File: config.mk
export PLATFORM = sky130hd
export DESIGN_NAME = lz_normalise_seq
export DESIGN_NICKNAME = d
export VERILOG_FILES = /design/src/rtl/lz_normalise_seq.sv
export SDC_FILE = /design/constraint.sdc
export NUM_CORES = 1
export LEC_CHECK = 0
export ABC_AREA = 1
export BUFFER_PORTS_ARGS = -buffer_cell sky130_fd_sc_hd__clkbuf_2
export CORE_UTILIZATION = 40
export CTS_CLUSTER_DIAMETER = 80
export DETAILED_ROUTE_END_ITERATION = 7
export PLACE_DENSITY_LB_ADDON = 0.05
export SLEW_MARGIN = 25
export SYNTH_ARGS = -nofsm -noshare
export SYNTH_HDL_FRONTEND = slang
export SYNTH_SLANG_ARGS = --single-unit
export TNS_END_PERCENT = 30
File: constraint.sdc
create_clock -name clk -period 2.35 [get_ports clk]
set_input_delay 0.47 -clock clk [delete_from_list [all_inputs] [get_ports clk]]
set_output_delay 0.47 -clock clk [all_outputs]
set_load 0.005 [all_outputs]
File: src/rtl/lz_normalise_seq.sv
// lz_normalise_seq: sequential leading-zero normaliser.
// Scans the captured word MSB-first, CHUNK bits per cycle, with one small LZ unit.
// It then left-shifts the word by the accumulated count and returns the result over valid/ready.
// Optional feature macro: LZN_EARLY_EXIT_EN. When defined, the scan stops at the first nonzero
// chunk. Results are the same either way; only the latency changes.
// WIDTH must be a multiple of CHUNK.
module lz_normalise_seq #(
  parameter int unsigned WIDTH = 24,
  parameter int unsigned CHUNK = 4,
  localparam int unsigned CW   = $clog2(WIDTH + 1)
) (
  input  logic             clk,
  input  logic             rst,
  input  logic             in_valid,
  output logic             in_ready,
  input  logic [WIDTH-1:0] in_data,
  output logic             out_valid,
  input  logic             out_ready,
  output logic [WIDTH-1:0] out_data,
  output logic [CW-1:0]    out_count,
  output logic             out_zero
);

  localparam int unsigned N  = WIDTH / CHUNK;
  localparam int unsigned KW = (N > 1) ? $clog2(N) : 1;
  localparam int unsigned ZW = $clog2(CHUNK + 1);

  typedef enum logic [1:0] {StIdle, StScan, StShift, StDone} state_e;

  state_e             state_q, state_d;
  logic [WIDTH-1:0]   data_q, data_d;
  logic [CW-1:0]      cnt_q, cnt_d;
  logic [KW-1:0]      k_q, k_d;
  logic               found_q, found_d;
  logic [WIDTH-1:0]   out_data_q, out_data_d;
  logic [CW-1:0]      out_count_q, out_count_d;
  logic               out_zero_q, out_zero_d;

  logic [31:0]        shamt;
  logic [WIDTH-1:0]   aligned;
  logic [CHUNK-1:0]   chunk;
  logic [ZW-1:0]      chunk_lz;
  logic               chunk_hit;
  logic               last_chunk;
  logic               chunk_nonzero;

  // Ready is gated by reset so nothing is taken while reset is held.
  assign in_ready  = (state_q == StIdle) && !rst;
  assign out_valid = (state_q == StDone);
  assign out_data  = out_data_q;
  assign out_count = out_count_q;
  assign out_zero  = out_zero_q;

  // Select chunk k (MSB-first) by shifting it to the top, then count its leading zeros.
  always_comb begin
    shamt     = 32'(k_q) * CHUNK;
    aligned   = data_q << shamt;
    chunk     = aligned[WIDTH-1 -: CHUNK];
    chunk_lz  = ZW'(CHUNK);
    chunk_hit = 1'b0;
    for (int i = int'(CHUNK) - 1; i >= 0; i--) begin
      if (!chunk_hit && chunk[i]) begin
        chunk_lz  = ZW'(int'(CHUNK) - 1 - i);
        chunk_hit = 1'b1;
      end
    end
    chunk_nonzero = chunk_hit;
    last_chunk    = (k_q == KW'(N - 1));
  end

  // Next-state and datapath updates for the IDLE/SCAN/SHIFT/DONE sequence.
  always_comb begin
    state_d     = state_q;
    data_d      = data_q;
    cnt_d       = cnt_q;
    k_d         = k_q;
    found_d     = found_q;
    out_data_d  = out_data_q;
    out_count_d = out_count_q;
    out_zero_d  = out_zero_q;
    unique case (state_q)
      StIdle: begin
        if (in_valid && in_ready) begin
          data_d  = in_data;
          cnt_d   = '0;
          k_d     = '0;
          found_d = 1'b0;
          state_d = StScan;
        end
      end
      StScan: begin
        k_d = k_q + KW'(1);
        // Once a set bit has been seen the count is final.
        if (!found_q) begin
          cnt_d = cnt_q + CW'(chunk_lz);
          if (chunk_nonzero) begin
            found_d = 1'b1;
          end
        end
`ifdef LZN_EARLY_EXIT_EN
        if (last_chunk || (!found_q && chunk_nonzero)) begin
          state_d = StShift;
        end
`else
        if (last_chunk) begin
          state_d = StShift;
        end
`endif
      end
      StShift: begin
        // A shift by WIDTH (all-zero word) yields zero.
        out_data_d  = data_q << cnt_q;
        out_count_d = cnt_q;
        out_zero_d  = (cnt_q == CW'(WIDTH));
        state_d     = StDone;
      end
      StDone: begin
        if (out_ready) begin
          state_d = StIdle;
        end
      end
      default: state_d = StIdle;
    endcase
  end

  // State and datapath registers; reset aborts any word in flight and clears the outputs.
  always_ff @(posedge clk or posedge rst) begin
    if (rst) begin
      state_q     <= StIdle;
      data_q      <= '0;
      cnt_q       <= '0;
      k_q         <= '0;
      found_q     <= 1'b0;
      out_data_q  <= '0;
      out_count_q <= '0;
      out_zero_q  <= 1'b0;
    end else begin
      state_q     <= state_d;
      data_q      <= data_d;
      cnt_q       <= cnt_d;
      k_q         <= k_d;
      found_q     <= found_d;
      out_data_q  <= out_data_d;
      out_count_q <= out_count_d;
      out_zero_q  <= out_zero_d;
    end
  end

endmodule

==> out/summary.txt <==
Compound-Gate Fraction of Synth Area -> 13.4%
Post-Synthesis Cells -> 544
max_slew headroom -> 45.0%
area delta synth->final -> 22.4%
VDD IR-drop max -> 604 uV
worst-margin pin slew -> 0.825 ns
HP Start -> in_data[8]
initial antenna violation count -> 0
P_leak -> 2.43 nW
die area -> 0.0102 sq mm
PwrDens -> 1550 mW/mm^2
min cycle time layout -> 2.33 ns
crit path cell chain -> inv_2 -> buf_4 -> nand2_1 -> nand3_1 -> nand3_2 -> nand2_2 -> a31oi_1 -> nor2_1 -> ha_2 -> inv_1 -> fa_2 -> nor2_4 -> nor2_1 -> nor2_1 -> nand2_1 -> o21ai_1 -> a21oi_1
core area -> 0.00937 sq mm
Ys Warns -> 0
Post-Synth Simple-Gate Area -> 31.5%
worst r2r path cells -> 17
worst reg2reg startpoint -> k_q[0]
nature of the critical path endpoint -> flip-flop
Synth Flop Type -> dfrtp_1
synthesized area per cell -> 7.18 sq um
placer congestion estimate -> 0.849
Cell Rows -> 35
worst min path class -> primary input to flip-flop
critical path startpoint category -> flip-flop
Fill cells -> 1022
synth unique cells -> 30
hold_buf cts -> 0
Adder-Cell Fraction of Synth Area -> 3.72%
Final Cycle Share -> 99.2%
Routed Antenna Nets -> 0
cell area after placement -> 0.00451 sq mm
Routed WL -> 11100 microns
Final nets -> 668
DIE WIDTH -> 101 microns
CTS H-Tree Depth -> 3
Tot Pwr -> 7.40 mW
Critical Path Start -> k_q[0]
commonest non-fill, non-tap cell in the layout -> nand2_1
area of the multi-input gates -> 0.00200 sq mm
Syn Nets -> 583
CTS tree -> yes
worst path required time -> 2.60 ns
Worst Hold End -> data_q[8]
drt wl/cell -> 14.5 microns
fin. max-slew vios -> 0
r2r endpoint -> cnt_q[4]
vias in the first global route -> 3631
Hold Violations, Final -> 0
clk buf depth -> 2
worst hold stages -> 2
combinational family with the most area after synthesis -> simple AND/OR/NAND/NOR gates
ant diodes -> 0
overall routing resource usage -> 23.7%
Cell Area, Synth -> 0.00391 sq mm
Critical Path Max Stage Delay -> 0.43 ns
xor/xnor share of the synthesized area -> 0%
Critical Path Most Common Cell -> nor2_1
critical path arrival -> 2.58 ns
DPL Wire Length -> 8450 microns
delay-heaviest family, CP -> simple AND/OR/NAND/NOR gates
most frequent cells in the layout -> 157 x nand2_1, 80 x nand3_1, 65 x dfrtp_1
die height -> 101 microns
crit path kind -> flip-flop to flip-flop
final count of negative-setup-slack endpoints -> 0
Port Buf Inserts -> 59
FFs w/ async S/R, synth -> 100%
slowest library cell on the worst path -> dfrtp_1
largest net degree at the start of global routing -> 66
clock slew at reported path FFs -> 0.08 ns
Ports -> 60
#FFs+latches synth -> 65
DRT Pass-1 Iters -> 4
RSZ-0062 raised after global routing -> true
clock root cell -> clkbuf_8
post-route clock skew -> 0.00943 ns
DRT iter0 DRCs -> 102
Reg area -> 0.00163 sq mm
Initial Util -> 41.7%
MaxCap Viol Count -> 0
sequential area share after synthesis -> 41.6%
first-pass GRT wire length -> 18200 microns
cts bufs inserted -> 9
DR DRC count -> 0
Post-synth EDFFs -> 0
Clock Sinks -> 65
Worst path depth -> 17
status -> completed
f_max -> 429 MHz
post-route cell area -> 0.00478 sq mm
multiplexer share of the synthesized area -> 1.70%
reg2reg setup slack -> 0.02 ns
DR vias/cell -> 4.97
share of layout cells above drive strength 1 -> 21.6%
Buf/Inv on CP -> 3
Clk Latency, worst-skew pair -> 0.35 ns
gr ovfl total -> 0
DR vias -> 3789
CP max FO -> 6
worst register-to-register path, stage by stage, from the launching register on:
cell and delay (ns):
dfrtp_1 0.43, inv_2 0.13, buf_4 0.12, nand2_1 0.04
nand3_1 0.08, nand3_2 0.07, nand2_2 0.07, a31oi_1 0.07
nor2_1 0.13, ha_2 0.19, inv_1 0.05, fa_2 0.36
nor2_4 0.12, nor2_1 0.04, nor2_1 0.08, nand2_1 0.07
o21ai_1 0.13, a21oi_1 0.05
cell usage after synthesis (3+ instances only):
cell | count | area (sq um)
inv_1 | 39 | 146
mux2_2 | 5 | 56.3
nor2_1 | 45 | 169
inv_2 | 4 | 15.0
o21ai_1 | 18 | 90.1
o211ai_1 | 12 | 90.1
nand3_1 | 82 | 410
nand2_1 | 158 | 593
ha_1 | 10 | 125
a21oi_1 | 26 | 130
o21ai_0 | 34 | 170
buf_6 | 3 | 33.8
buf_4 | 3 | 22.5
dfrtp_1 | 65 | 1630
clkbuf_1 | 12 | 45.0
buf_2 | 8 | 40.0
stage by stage:
step / instances / hold WS (ns) / worst slack [ns] / util (%) / TNS [ns]
5_1_grt: 763 / 0.337 / -0.206 / 51.0 / -0.262
3_3_place_gp: 743 / 0.458 / -0.0227 / 48.2 / -0.0227
6_report: 763 / 0.346 / 0.0191 / 51.0 / 0
4_1_cts: 763 / 0.334 / 0.00457 / 50.7 / 0
2_1_floorplan: 544 / 0.465 / -0.0367 / - / -0.0367
3_5_place_dp: 743 / 0.466 / -0.0179 / 48.2 / -0.0179
flip-flops by register name (all words and copies together), names as in the netlist:
| register | count |
|---|---|
| out_data | 24 |
| k_q | 3 |
| out_zero | 1 |
| data_q | 24 |
| out_count | 5 |
| cnt_q | 5 |
| found_q | 1 |
| state_q | 2 |
layer usage:
layer / share of wire, % / GRT usage, % / wire length [microns]
met3: 3.0 / 2.70 / 332
met5: 0 / 0 / 0
met4: 1.5 / 7.58 / 170
met1: 49 / 32.8 / 5440
met2: 46 / 38.6 / 5130
worst max path at each step:
stage	endpoint
floorplan	data_q[5]
global placement	cnt_q[4]
detailed placement	cnt_q[4]
CTS	cnt_q[4]
global route	cnt_q[4]
finish	cnt_q[4]
area by class of cell:
| type | count | share of cell area [%] |
|---|---|---|
| Sequential cell | 65 | 34.0 |
| Clock inverter | 6 | 1.41 |
| Timing Repair Buffer | 101 | 12.9 |
| Clock buffer | 10 | 2.88 |
| Multi-Input combinational cell | 407 | 41.8 |
| Inverter | 45 | 3.61 |
| Tap cell | 129 | 3.38 |
cells by family (layout without fill, tap and decap cells):
kind of cell,after synthesis,in the layout
buf+inv,72,162
fa+ha+maj,11,11
simple gates,294,294
compound gates,96,96
flops,65,65
mux,6,6
what timing repair did:
action | 4_1_cts | 5_1_grt
hold endpoints to repair | 0 | 0
pin swaps | 1 | 2
buffers inserted | 4 | 0
endpoints found under the setup margin | 1 | 3
gates resized for setup | 4 | 8
where the power goes:
part / switching, mW / internal, mW / total (mW)
Sequential: 0.338 / 1.64 / 1.98
Clock: 0.494 / 0.521 / 1.02
Combinational: 2.69 / 1.71 / 4.41
Total: 3.53 / 3.88 / 7.40
No activity file was read; power rests on OpenSTA's default activity.
